`config.mk`:
```
export PLATFORM = sky130hd
export DESIGN_NAME = pwm_multichannel_gen_flat
export DESIGN_NICKNAME = d
export VERILOG_FILES = /design/src/rtl/pwm_multichannel_gen_if.sv /design/src/rtl/pwm_multichannel_gen.sv /design/src/flat_wrapper.sv
export SDC_FILE = /design/constraint.sdc
export NUM_CORES = 1
export LEC_CHECK = 0
export CAP_MARGIN = 40
export CORE_MARGIN = 2
export CORE_UTILIZATION = 55
export CTS_CLUSTER_DIAMETER = 80
export DETAILED_ROUTE_END_ITERATION = 8
export PLACE_DENSITY = 0.93
export SYNTH_ARGS = -nofsm -noshare
export SYNTH_HDL_FRONTEND = slang
export SYNTH_SLANG_ARGS = --single-unit
```
`constraint.sdc`:
```
create_clock -name clk -period 4.1 [get_ports clk]
set_clock_uncertainty 0.2 [all_clocks]
set_input_delay 0.82 -clock clk [delete_from_list [all_inputs] [get_ports clk]]
set_output_delay 0.82 -clock clk [all_outputs]
set_load 0.01 [all_outputs]
```
`src/rtl/pwm_multichannel_gen_if.sv`:
```
// Control/output bundle for the multichannel PWM generator.
// The register side drives period, duty and polarity; the power stage observes the outputs.
interface pwm_multichannel_gen_if #(
  parameter int W = 8,
  parameter int N = 4
);
  logic           i_en;
  logic [W-1:0]   i_period;
  logic [N*W-1:0] i_duty;
  logic [N-1:0]   i_pol;
  logic [N-1:0]   o_pwmOut;
  logic [W-1:0]   o_cnt;
  logic           o_periodEnd;

  modport master (
    output i_en, i_period, i_duty, i_pol,
    input  o_pwmOut, o_cnt, o_periodEnd
  );

  modport slave (
    input  i_en, i_period, i_duty, i_pol,
    output o_pwmOut, o_cnt, o_periodEnd
  );
endinterface

```
`src/rtl/pwm_multichannel_gen.sv`:
```
// Multichannel PWM generator: one shared period counter feeds N duty comparators.
// Period and duty are double-buffered, so they only change at period boundaries.
module pwm_multichannel_gen #(
  parameter int W          = 8,
  parameter int N          = 4,
  parameter int MODE       = 0,
  parameter int DEF_PERIOD = 50
) (
  input logic                   clk,
  input logic                   rst_n,
  pwm_multichannel_gen_if.slave bus
);

  typedef enum logic {DIR_UP, DIR_DOWN} dir_e;

  logic [W-1:0] r_cnt;
  logic [W-1:0] w_cntNext;
  logic [W-1:0] r_pAct;
  logic [W-1:0] r_dAct [N];
  dir_e         r_dir;
  dir_e         w_dirNext;
  logic         w_boundary;
  logic [N-1:0] r_pwm;
  logic         r_periodEnd;

  always_comb begin
    w_boundary = 1'b0;
    if (bus.i_en) begin
      if (MODE == 0) begin
        w_boundary = (r_cnt == r_pAct);
      end else begin
        w_boundary = (r_dir == DIR_DOWN && r_cnt == W'(1)) ||
                     (r_dir == DIR_UP && r_pAct == W'(1) && r_cnt == W'(1)) ||
                     (r_pAct == '0);
      end
    end
  end

  // Centre-aligned mode turns around at P_act and goes back up once it returns to 0.
  always_comb begin
    w_cntNext = '0;
    w_dirNext = DIR_UP;
    if (bus.i_en) begin
      if (MODE == 0) begin
        w_cntNext = (r_cnt == r_pAct) ? '0 : r_cnt + 1'b1;
      end else if (r_pAct != '0) begin
        if (r_dir == DIR_UP && r_cnt < r_pAct) begin
          w_cntNext = r_cnt + 1'b1;
        end else begin
          w_cntNext = r_cnt - 1'b1;
        end
        if (w_cntNext == '0) begin
          w_dirNext = DIR_UP;
        end else if (r_cnt >= r_pAct) begin
          w_dirNext = DIR_DOWN;
        end else begin
          w_dirNext = r_dir;
        end
      end
    end
  end

  always_ff @(posedge clk or negedge rst_n) begin
    if (!rst_n) begin
      r_cnt <= '0;
      r_dir <= DIR_UP;
    end else begin
      r_cnt <= w_cntNext;
      r_dir <= w_dirNext;
    end
  end

  // While disabled the buffers track the inputs, so the first enabled period uses fresh values.
  always_ff @(posedge clk or negedge rst_n) begin
    if (!rst_n) begin
      r_pAct      <= W'(DEF_PERIOD);
      r_pwm       <= '0;
      r_periodEnd <= 1'b0;
      for (int i = 0; i < N; i++) begin
        r_dAct[i] <= '0;
      end
    end else begin
      r_periodEnd <= w_boundary;
      if (!bus.i_en || w_boundary) begin
        r_pAct <= bus.i_period;
        for (int i = 0; i < N; i++) begin
          r_dAct[i] <= bus.i_duty[i*W +: W];
        end
      end
      for (int i = 0; i < N; i++) begin
        r_pwm[i] <= bus.i_en ? ((r_cnt < r_dAct[i]) ^ bus.i_pol[i]) : bus.i_pol[i];
      end
    end
  end

  assign bus.o_cnt       = r_cnt;
  assign bus.o_pwmOut    = r_pwm;
  assign bus.o_periodEnd = r_periodEnd;

endmodule

```
`src/flat_wrapper.sv`:
```
// flat-port wrapper written by rule: the top's interface ports become plain ports
module pwm_multichannel_gen_flat 
#(
  parameter int W          = 8,
  parameter int N          = 4,
  parameter int MODE       = 0,
  parameter int DEF_PERIOD = 50
)
  (clk, rst_n, bus_i_en, bus_i_period, bus_i_duty, bus_i_pol, bus_o_pwmOut, bus_o_cnt, bus_o_periodEnd);
  pwm_multichannel_gen_if #(.W(W), .N(N)) bus_i ();
  input logic clk;
  input logic rst_n;
  input wire logic [$bits(bus_i.i_en)-1:0] bus_i_en;
  input wire logic [$bits(bus_i.i_period)-1:0] bus_i_period;
  input wire logic [$bits(bus_i.i_duty)-1:0] bus_i_duty;
  input wire logic [$bits(bus_i.i_pol)-1:0] bus_i_pol;
  output wire logic [$bits(bus_i.o_pwmOut)-1:0] bus_o_pwmOut;
  output wire logic [$bits(bus_i.o_cnt)-1:0] bus_o_cnt;
  output wire logic [$bits(bus_i.o_periodEnd)-1:0] bus_o_periodEnd;
  assign bus_i.i_en = bus_i_en;
  assign bus_i.i_period = bus_i_period;
  assign bus_i.i_duty = bus_i_duty;
  assign bus_i.i_pol = bus_i_pol;
  assign bus_o_pwmOut = bus_i.o_pwmOut;
  assign bus_o_cnt = bus_i.o_cnt;
  assign bus_o_periodEnd = bus_i.o_periodEnd;
  pwm_multichannel_gen #(.W(W), .N(N), .MODE(MODE), .DEF_PERIOD(DEF_PERIOD)) u_core (.clk(clk), .rst_n(rst_n), .bus(bus_i));
endmodule
```
# Word-level counts from Yosys, hierarchy flattened
# Cells that the tools add are included.
# totals
register_bits,53
wordCells,27
# classes
add_sub_neg,1
order_cmp,4
n_eq_ne,1
n_mux,7
bitwise_logic,4
n_reduce_logical,2
# ops
cell,count
$lt 8x8->1,4
$mux 8,2
$add 8x1->8 const B,1
$eq 8x8->1,1
$mux 1,5
$xor 1x1->1,4
$logic_not 1->1,1
$logic_or 1x1->1,1

# Logic depth before layout (Yosys ltp)
# logic_depth
ltp_word,3
ltp_mapped,8
depth_no_buf,7

# Worst setup path before layout
# No wires, ideal clock.
# synth_path
path_type,register to register
startpoint,reg u_core.r_cnt[5] (netlist: u_core.bus.o_cnt[5])
endpoint,reg u_core.r_pAct[6]
setup_time_ps,128
t_arrival_ps,1781
path_slack_ps,1991
path_stages_with_launch,8
path_buffers,2
cell_sequence,dfrtp_1 > xor2_1 > nor4_1 > nand2_1 > nand2_1 > buf_4 > buf_2 > mux2_1
# synth_via
elab_chain_len,3
# synth_lines
item,line,source
"start, declared",pwm_multichannel_gen.sv:16,logic [W-1:0] r_cnt;
"start signal, assigned",pwm_multichannel_gen.sv:68,r_cnt <= w_cntNext;
$eq 8x8->1,pwm_multichannel_gen.sv:30,w_boundary = (r_cnt == r_pAct);
$mux 1,pwm_multichannel_gen.sv:28,if (bus.i_en) begin
$logic_or 1x1->1,pwm_multichannel_gen.sv:84,if (!bus.i_en || w_boundary) begin
"end signal, assigned",pwm_multichannel_gen.sv:76,r_pAct <= W'(DEF_PERIOD);
"end signal, assigned",pwm_multichannel_gen.sv:85,r_pAct <= bus.i_period;
"end, declared",pwm_multichannel_gen.sv:18,logic [W-1:0] r_pAct;
# Every way passes these cells.
# A chain may end at the register's enable or synchronous reset.

# Worst setup path in the final report
# layout_path
startpoint,reg u_core.r_cnt[2] (netlist: u_core.bus.o_cnt[2])
endpoint,reg u_core.r_dAct[8] in the netlist's numbering
# layout_via
elab_chain_len,3
# layout_lines
item,line,source
$eq 8x8->1,pwm_multichannel_gen.sv:30,
$mux 1,pwm_multichannel_gen.sv:28,
$logic_or 1x1->1,pwm_multichannel_gen.sv:84,
"end signal, assigned by index",pwm_multichannel_gen.sv:87,r_dAct[i] <= bus.i_duty[i*W +: W];
"end, declared",pwm_multichannel_gen.sv:19,logic [W-1:0] r_dAct [N];
# Every way passes these cells.

==> metrics.md <==
| Metric | Value |
|---|---|
| Status | `complete, no violations` |
| Setup crit end | `u_core.r_dAct[8]` |
| Die area | `5850 µm²` |
| CP startpoint | `u_core.bus.o_cnt[2]` |
| Final Max Slew Viols | `0` |
| Compound-cell area share of the yosys netlist | `8.05%` |
| Setup TNS | `0 ns` |
| Top cells by area, synth | `dfrtp_1, ha_1, mux2_1` |
| Power Density | `308 nW/µm²` |
| CTS Hold Bufs | `0` |
| Yosys Warn Count | `0` |
| Initial antenna violation count | `0` |
| Routability cong. | `0.797` |
| Total gr overflow | `0` |
| Finished Layout Cells | `368` |
| DIE WIDTH | `76.5 µm` |
| Fillers | `375` |
| Net Switching | `0.000299 W` |
| Worst-Margin Slew | `0.518 ns` |
| Wire length per cell | `15.1 µm` |
| Worst vdd ir | `0.191 mV` |
| Net Sw Frac | `26.5%` |
| Core area | `5070 µm²` |
| Root Buffer | `clkbuf_8` |
| # IOs | `60` |
| CTS clk-pin slew, worst paths | `0.10 ns` |
| GRT Overall Usage | `20.9%` |
| Post-synthesis adder-cell area fraction | `12.6%` |
| Worst Path Max Fanout | `28` |
| Net count, final | `373` |
| Syn_area_per_cell | `12.3 µm²` |
| Cells after Synth | `235` |
| Req. time, crit path | `4.10 ns` |
| Mux cell area share after synthesis | `15.6%` |
| Placed cell count | `360` |
| Most frequent cells in the layout | `clkdlybuf4s50_1, dfrtp_1, inv_1, mux2_1, ha_1` |
| Clk buf depth | `2` |
| Synthesized flop and latch total | `53` |
| Post-Synth XOR/XNOR Area | `5.45%` |
| Vias in the first global route | `2098` |
| Combinational share of power | `20.3%` |
| Global-route wire length before repair | `9580 µm` |
| DIE HEIGHT | `76.5 µm` |
| CP endpoint kind | `flip-flop` |
| R2R Setup Slk | `1.43 ns` |
| Number of diodes | `0` |
| Final period util | `65.2%` |
| Remaining DRCs | `0` |
| Routed Antenna Nets | `0` |
| Site Rows | `26` |
| Internal power | `0.000828 W` |
| Synth Area in Simple Gates | `7.06%` |
| Initial Utilization | `57.0%` |
| Clock Power Share | `26.0%` |
| Drt first pass iters | `4` |
| CTS Sinks | `53` |
| Max-slew headroom | `65.4%` |
| Crit path DAT | `2.67 ns` |
| Seq pwr share | `53.7%` |
| CTS buffer count | `5` |
| Fin crit period | `2.67 ns` |
| Reg2reg end | `u_core.r_dAct[8]` |
| Leakage | `1.73 nW` |
| WS Path Type | `reg2reg` |
| HP Class | `in2async` |
| HPWL Detailed | `4110 µm` |
| Cell count of the worst reg-to-reg path | `6` |
| Synthesized cell area | `2890 µm²` |
| Largest net degree at the start of global routing | `34` |
| TritonCTS clock tree | `yes` |
| RSZ-0062 raised after global routing | `false` |
| Port-buffer cells | `59` |
| MaxCap Viol Count | `0` |
| Max Freq | `374 MHz` |
| Worst r2r src | `u_core.bus.o_cnt[2]` |
| Synth cell types | `27` |
| Final hold vios | `0` |
| Syn Nets | `311` |
| Growth of design area from synthesis to finish | `26.5%` |
| Biggest area consumer among synthesized cells | `dfrtp_1` |
| Pre-CTS setup slack | `1.45 ns` |
| H-tree levels | `2` |
| Final wirelength | `5570 µm` |
| Worst setup SP type | `flip-flop` |
| Fin area | `3660 µm²` |
| DR vias/cell | `5.25` |
| Fin Hold WS | `0.266 ns` |
| Number of post-CTS setup repair buffers | `0` |
| Share of cells above drive strength 1 | `11.7%` |
| Sequential fraction of the synthesis area | `46.0%` |
| DR iter-0 viols | `59` |
| Final worst setup slack | `1.43 ns` |
| Final setup fails | `0` |
| Commonest non-fill, non-tap cell in the layout | `clkdlybuf4s50_1` |
| Resize count post-CTS | `0` |
| Synth top area share | `43.3%` |
| Post-DP Area | `3570 µm²` |
| Via count | `1932` |
| Combinational family with the most area after synthesis | `multiplexers` |
| Skew-Pair Late Insertion Delay | `0.31 ns` |
## sequential cells by signal, indices dropped and copies added (netlist names)
signal                  count
u_core.bus.o_cnt            8
u_core.bus.o_periodEnd      1
u_core.r_dAct              32
u_core.r_pAct               8
u_core.bus.o_pwmOut         4
## synthesized netlist by cell type
library cell	n
a2111oi_2	3
a2111oi_4	3
a21oi_1	7
and3_1	6
buf_2	2
buf_4	3
buf_6	1
dfrtp_1	50
dfstp_2	3
ha_1	29
inv_1	29
mux2_1	29
mux2_2	11
nand2_1	6
nand2b_1	1
nand2b_4	3
nand3_1	5
nor2_1	9
nor2b_1	3
nor4_1	2
o21a_1	3
o21ai_0	4
o21ai_1	1
o21bai_1	3
or3_1	1
xnor2_1	1
xor2_1	17
## critical path: stages, from the launching register on
cell and delay [ns]:
dfrtp_1 0.57, xor2_1 0.22, nor4_1 0.35, nand2_1 0.17, nand2_2 0.43, buf_16 0.25
mux2_2 0.36
## cell type report
| class | count | area, µm² | area share [%] |
|---|---|---|---|
| clock buffers | 5 | 68.8 | 1.88 |
| well taps | 70 | 87.6 | 2.40 |
| multi-input cells | 147 | 1410 | 38.6 |
| flip-flops and latches | 53 | 1330 | 36.4 |
| inverters | 29 | 109 | 2.98 |
| clock inverters | 3 | 17.5 | 0.479 |
| repair buffers | 61 | 633 | 17.3 |
## power groups by stage
stage | logic [W] | registers (W) | clock network, W
2_1_floorplan | 0.000135 | 0.000608 | 0
3_3_place_gp | 0.000214 | 0.000614 | 0
3_5_place_dp | 0.000230 | 0.000616 | 0
4_1_cts | 0.000232 | 0.000606 | 0.000301
5_1_grt | 0.000257 | 0.000613 | 0.000314
6_report | 0.000229 | 0.000606 | 0.000293
## per-stage QoR
stage / util (%) / power (W)
3_3_place_gp: 69.4 / 0.000828
4_1_cts: 72.0 / 0.00114
3_5_place_dp: 70.3 / 0.000846
2_1_floorplan: - / 0.000743
5_1_grt: 72.0 / 0.00118
6_report: 72.0 / 0.00113
## logic make-up (layout without fill, tap and decap cells)
group | count (synthesis) | count (layout)
flops | 53 | 53
mux | 40 | 40
simple gates | 36 | 36
buf+inv | 35 | 98
fa+ha+maj | 29 | 29
compound gates | 24 | 24
xor+xnor | 18 | 18
## worst min-delay path by stage
| stage | slack, ns | startpoint | cells after the start | to |
|---|---|---|---|---|
| global placement | 0.27 | u_core.r_dAct[26] | 1 | u_core.r_dAct[26] |
| finish | 0.27 | rst_n | 1 | u_core.r_dAct[7] |
| detailed placement | 0.27 | u_core.r_dAct[13] | 1 | u_core.r_dAct[13] |
| global route | 0.30 | rst_n | 1 | u_core.r_dAct[7] |
| floorplan | 0.26 | u_core.r_dAct[13] | 1 | u_core.r_dAct[13] |
| CTS | 0.27 | rst_n | 1 | u_core.r_dAct[7] |
## per-layer routing
metal,vias to the layer above,GRT usage [%],wire [µm]
li1,923,-,-
met1,944,24.5,2320
met2,55,36.8,2830
met3,10,4.50,290
met4,0,8.91,142
met5,-,0,0
(Power assumes the default switching activity.)
==> RTL edit 1 (same settings) <==
`MODE` is set to 0 in 2 places; all go to 1.
--- a/src/rtl/pwm_multichannel_gen.sv
+++ b/src/rtl/pwm_multichannel_gen.sv
@@ -3,7 +3,7 @@
 module pwm_multichannel_gen #(
   parameter int W          = 8,
   parameter int N          = 4,
-  parameter int MODE       = 0,
+  parameter int MODE       = 1,
   parameter int DEF_PERIOD = 50
 ) (
   input logic                   clk,
--- a/src/flat_wrapper.sv
+++ b/src/flat_wrapper.sv
@@ -3,7 +3,7 @@
 #(
   parameter int W          = 8,
   parameter int N          = 4,
-  parameter int MODE       = 0,
+  parameter int MODE       = 1,
   parameter int DEF_PERIOD = 50
 )
   (clk, rst_n, bus_i_en, bus_i_period, bus_i_duty, bus_i_pol, bus_o_pwmOut, bus_o_cnt, bus_o_periodEnd);
Behaviour: not the same (a bounded check fails within 10 cycles, from zero or initial values and one cycle with rst_n low).
==> RTL edit 1 against the original RTL <==
  * Area after synthesis grew 16%
  * First-iteration DRC count grew to 3.1 times the old value
  * Sequential cell count increased by 1
  * Routed wire length grew 24%
  * Setup slack got worse by 0.35 ns
  * Design area increased by 11%
  * Largest cell class unchanged
  * Utilization fell by 3.7 points
  * Highest routed layer unchanged
  * Critical path depth increased by 2
Power is not compared: it rests on default switching activity, and its combinational part moved more than twofold at a synthesized area within 25%.
==> RTL edit 1: results (changes against the original RTL) <==
| Metric | Value |
|---|---|
| Initial antenna violation count | 0 (unchanged) |
| Async S/R FF share, synth | 100% (unchanged) |
| Multiplexer share of the synthesized area | 3.47% (-12 points) |
| Wl on met1 | 2.97 mm (+28%) |
| CP max stage delay | 0.61 ns (+0.04 ns) |
| Metal2 WL | 3.45 mm (+22%) |
| Seq pwr | 0.000763 W |
| GR met2 Demand/Resource | 40.4% (+3.6 points) |
| Vias in the first global route | 2573 (+23%) |
| N_diodes | 0 (unchanged) |
| Comb power frac | 46.8% |
| Status | complete, no violations |
| Number of flip-flops in the largest register | 32 (unchanged) |
| Post-CTS Repair Setup Buffers | 0 (unchanged) |
| Dpl hpwl | 5.10 mm (+24%) |
| M3 GR Usage | 3.48% (-1.0 points) |
| Iteration-0 DRC Markers | 185 (+210%) |
| Mapped Avg Cell Area | 10.1 um2 (-18%) |
| Commonest cells post-synth | dfrtp_1, ha_1, inv_1 |
| Net count of the mapped netlist | 419 (+35%) |
| R2R cell count | 8 (+2) |
| Synth area leaders | dfrtp_1, ha_1, o21ai_2, inv_1, nand2_1 |
| Seq/Total Area, Yosys | 40.4% (-5.6 points) |
| Reg-to-Reg End | u_core.r_dAct[12] |
| Post-synthesis compound-gate area fraction | 17.4% (+9.4 points) |
| Reg2Reg Setup Slack | 1.08 ns (-0.35 ns) |
| Pre-antenna DRT Iters | 4 (unchanged) |
| Inst Count DP | 457 (+27%) |
| Non-Filler Instances | 465 (+26%) |
| Layout cells sized above 1 | 15.6% (+3.9 points) |
| Synth unique cells | 41 (+52%) |
| CP arrival | 3.07 ns (+0.40 ns) |
| CP Launch Point | u_core.bus.o_cnt[3] |
| Vias per cell | 5.42 (+3.2%) |
| Synth Area in XOR/XNOR | 3.65% (-1.8 points) |
| Post-Synth Adder-Cell Area | 14.5% (+2.0 points) |
| Biggest register | u_core.r_dAct |
| Critical Path Fanout Max | 66 (+140%) |
| Final hold slack | 0.260 ns (-0.00633 ns) |
| Drt wl/cell | 14.8 um (-2.3%) |
| GR Util All Layers | 22.8% (+2.0 points) |
| Final nets | 475 (+27%) |
| GR Util met1 | 28.0% (+3.5 points) |
| Largest net degree at the start of global routing | 67 (+97%) |
| First-pass GRT wire length | 11.7 mm (+22%) |
| Placer's final routability congestion estimate | 0.891 (+12%) |
| Met3 WL | 367 um (+27%) |
## RTL edit 1: cell types whose count changed after synthesis, sizes merged, moves of 6 or more
cell and change:
a2111oi -6, o21ai +45, buf +6, mux2 -35, inv +9, a21o +8
ha +10, mux2i +6, nand2 +36, xor2 -9
## RTL edit 1: area by class of cell
| class | instances | area [um2] |
|---|---|---|
| clock buffer | 6 | 82.6 |
| clock inverter | 2 | 12.5 |
| fill | 455 | 1870 |
| inverter | 38 | 143 |
| multi-input combinational | 228 | 1750 |
| sequential | 54 | 1360 |
| tap | 75 | 93.8 |
| timing repair buffer | 62 | 608 |
## RTL edit 1: cell families after synthesis
logic type,after synthesis
compound gates,76
fa+ha+maj,39
buf+inv,51
mux,11
flops,54
simple gates,88
xor+xnor,14
## RTL edit 1: through the flow
step	area, um2	setup WS [ns]
2_1_floorplan	3360	1.66
6_report	4050	1.08
5_1_grt	4050	0.918
4_1_cts	4050	1.10
3_5_place_dp	3950	1.12
3_3_place_gp	3940	1.10
==> RTL edit 2 (same settings) <==
Without the edit above. Make the reset (`rst_n`) synchronous in 2 clocked blocks.
--- a/src/rtl/pwm_multichannel_gen.sv
+++ b/src/rtl/pwm_multichannel_gen.sv
@@ -60,7 +60,7 @@
     end
   end
 
-  always_ff @(posedge clk or negedge rst_n) begin
+  always_ff @(posedge clk) begin
     if (!rst_n) begin
       r_cnt <= '0;
       r_dir <= DIR_UP;
@@ -71,7 +71,7 @@
   end
 
   // While disabled the buffers track the inputs, so the first enabled period uses fresh values.
-  always_ff @(posedge clk or negedge rst_n) begin
+  always_ff @(posedge clk) begin
     if (!rst_n) begin
       r_pAct      <= W'(DEF_PERIOD);
       r_pwm       <= '0;
Check against the original RTL: differs if rst_n is asserted again (counterexample within 4 cycles, from zero or initial values and one cycle with rst_n low); with rst_n held inactive, the same outputs for 10 cycles.
==> RTL edit 2 against the original RTL <==
  * Register-to-register slack got worse by 0.32 ns
  * Utilization shrank 0.99 points
  * Combinational power is 32% lower
  * Area after synthesis down 0.74%
  * Worst hold slack better by 0.042 ns
  * Sequential cell count unchanged
  * Setup slack worse by 0.42 ns
  * Critical path depth grew 1
  * Clock power up 17%
  * Total power is 1.6% lower
  * Routed wire length increased by 4.1%
  * Design area decreased by 1.4%
  * Critical path type is now input port to flip-flop
  * Largest power group unchanged
==> RTL edit 2: results (changes against the original RTL) <==
| Metric | Value |
|---|---|
| Status | complete, no violations |
| M3 GR Usage | 3.91% (-0.59 points) |
| Placer's final routability congestion estimate | 0.785 (-1.5%) |
| Cell family with most CP delay | buffers and inverters |
| WL final | 5.80 mm (+4.1%) |
| Reg-to-Reg End | u_core.r_dAct[1][1] |
| Reg2Reg Setup Slack | 1.11 ns (-0.32 ns) |
| Worst Setup EP | u_core.r_pAct[1] |
| Worst Hold Class | flip-flop to flip-flop |
| Vias per cell | 5.35 (+1.9%) |
| Multi-input gate share of the layout cell area | 36.1% (-2.5 points) |
| CLK BUF | 8 (+3) |
| R2R cell count | 5 (-1) |
| Vias in the first global route | 2097 (-0.048%) |
| NonClk Buf Share | 16.8% (-0.52 points) |
| Largest net degree at the start of global routing | 41 (+21%) |
| First-pass GRT wire length | 9.71 mm (+1.3%) |
| GR Util All Layers | 21.2% (+0.33 points) |
| CP Launch Point | rst_n |
| Iteration-0 DRC Markers | 171 (+190%) |
| Area taken by flip-flops and latches | 1380 um2 (+3.9%) |
| Comb_multi_in | 165 (+12%) |
| Synth unique cells | 30 (+11%) |
| Fraction of area in registers | 38.3% (+1.9 points) |
| Post-synth top flop | edfxtp_1 |
| Slowest-stage cell, CP | inv_1 |
| Async S/R FF share, synth | 0% (-100 points) |
| Net count of the mapped netlist | 333 (+7.1%) |
| Final nets | 394 (+5.6%) |
| Fillers | 397 (+5.9%) |
| Seq pwr | 0.000613 W (+1%) |
## RTL edit 2: routing by layer
layer / up-vias / share of wire [%]
met1: 991 / 41
met5: - / 0
met3: 6 / 4.7
met4: 0 / 1.3
li1: 1023 / -
met2: 62 / 53
## RTL edit 2: kinds of logic after synthesis
family / share of synthesized area (%)
simple gates: 18.5
flops: 48.1
buf+inv: 6.54
compound gates: 9.90
fa+ha+maj: 12.6
xor+xnor: 4.27
## RTL edit 2: per-stage QoR
stage          utilization (%)  total power [W]  worst slack (ns)  std cells  hold slack, ns
3_3_place_gp              68.9         0.000769             0.863        381           0.286
5_1_grt                   71.1          0.00116             0.850        389           0.320
3_5_place_dp              68.9         0.000779             0.682        381           0.288
2_1_floorplan                -         0.000702              1.97        257           0.270
6_report                  71.1          0.00111              1.00        389           0.308
4_1_cts                   71.1          0.00111              1.01        389           0.309
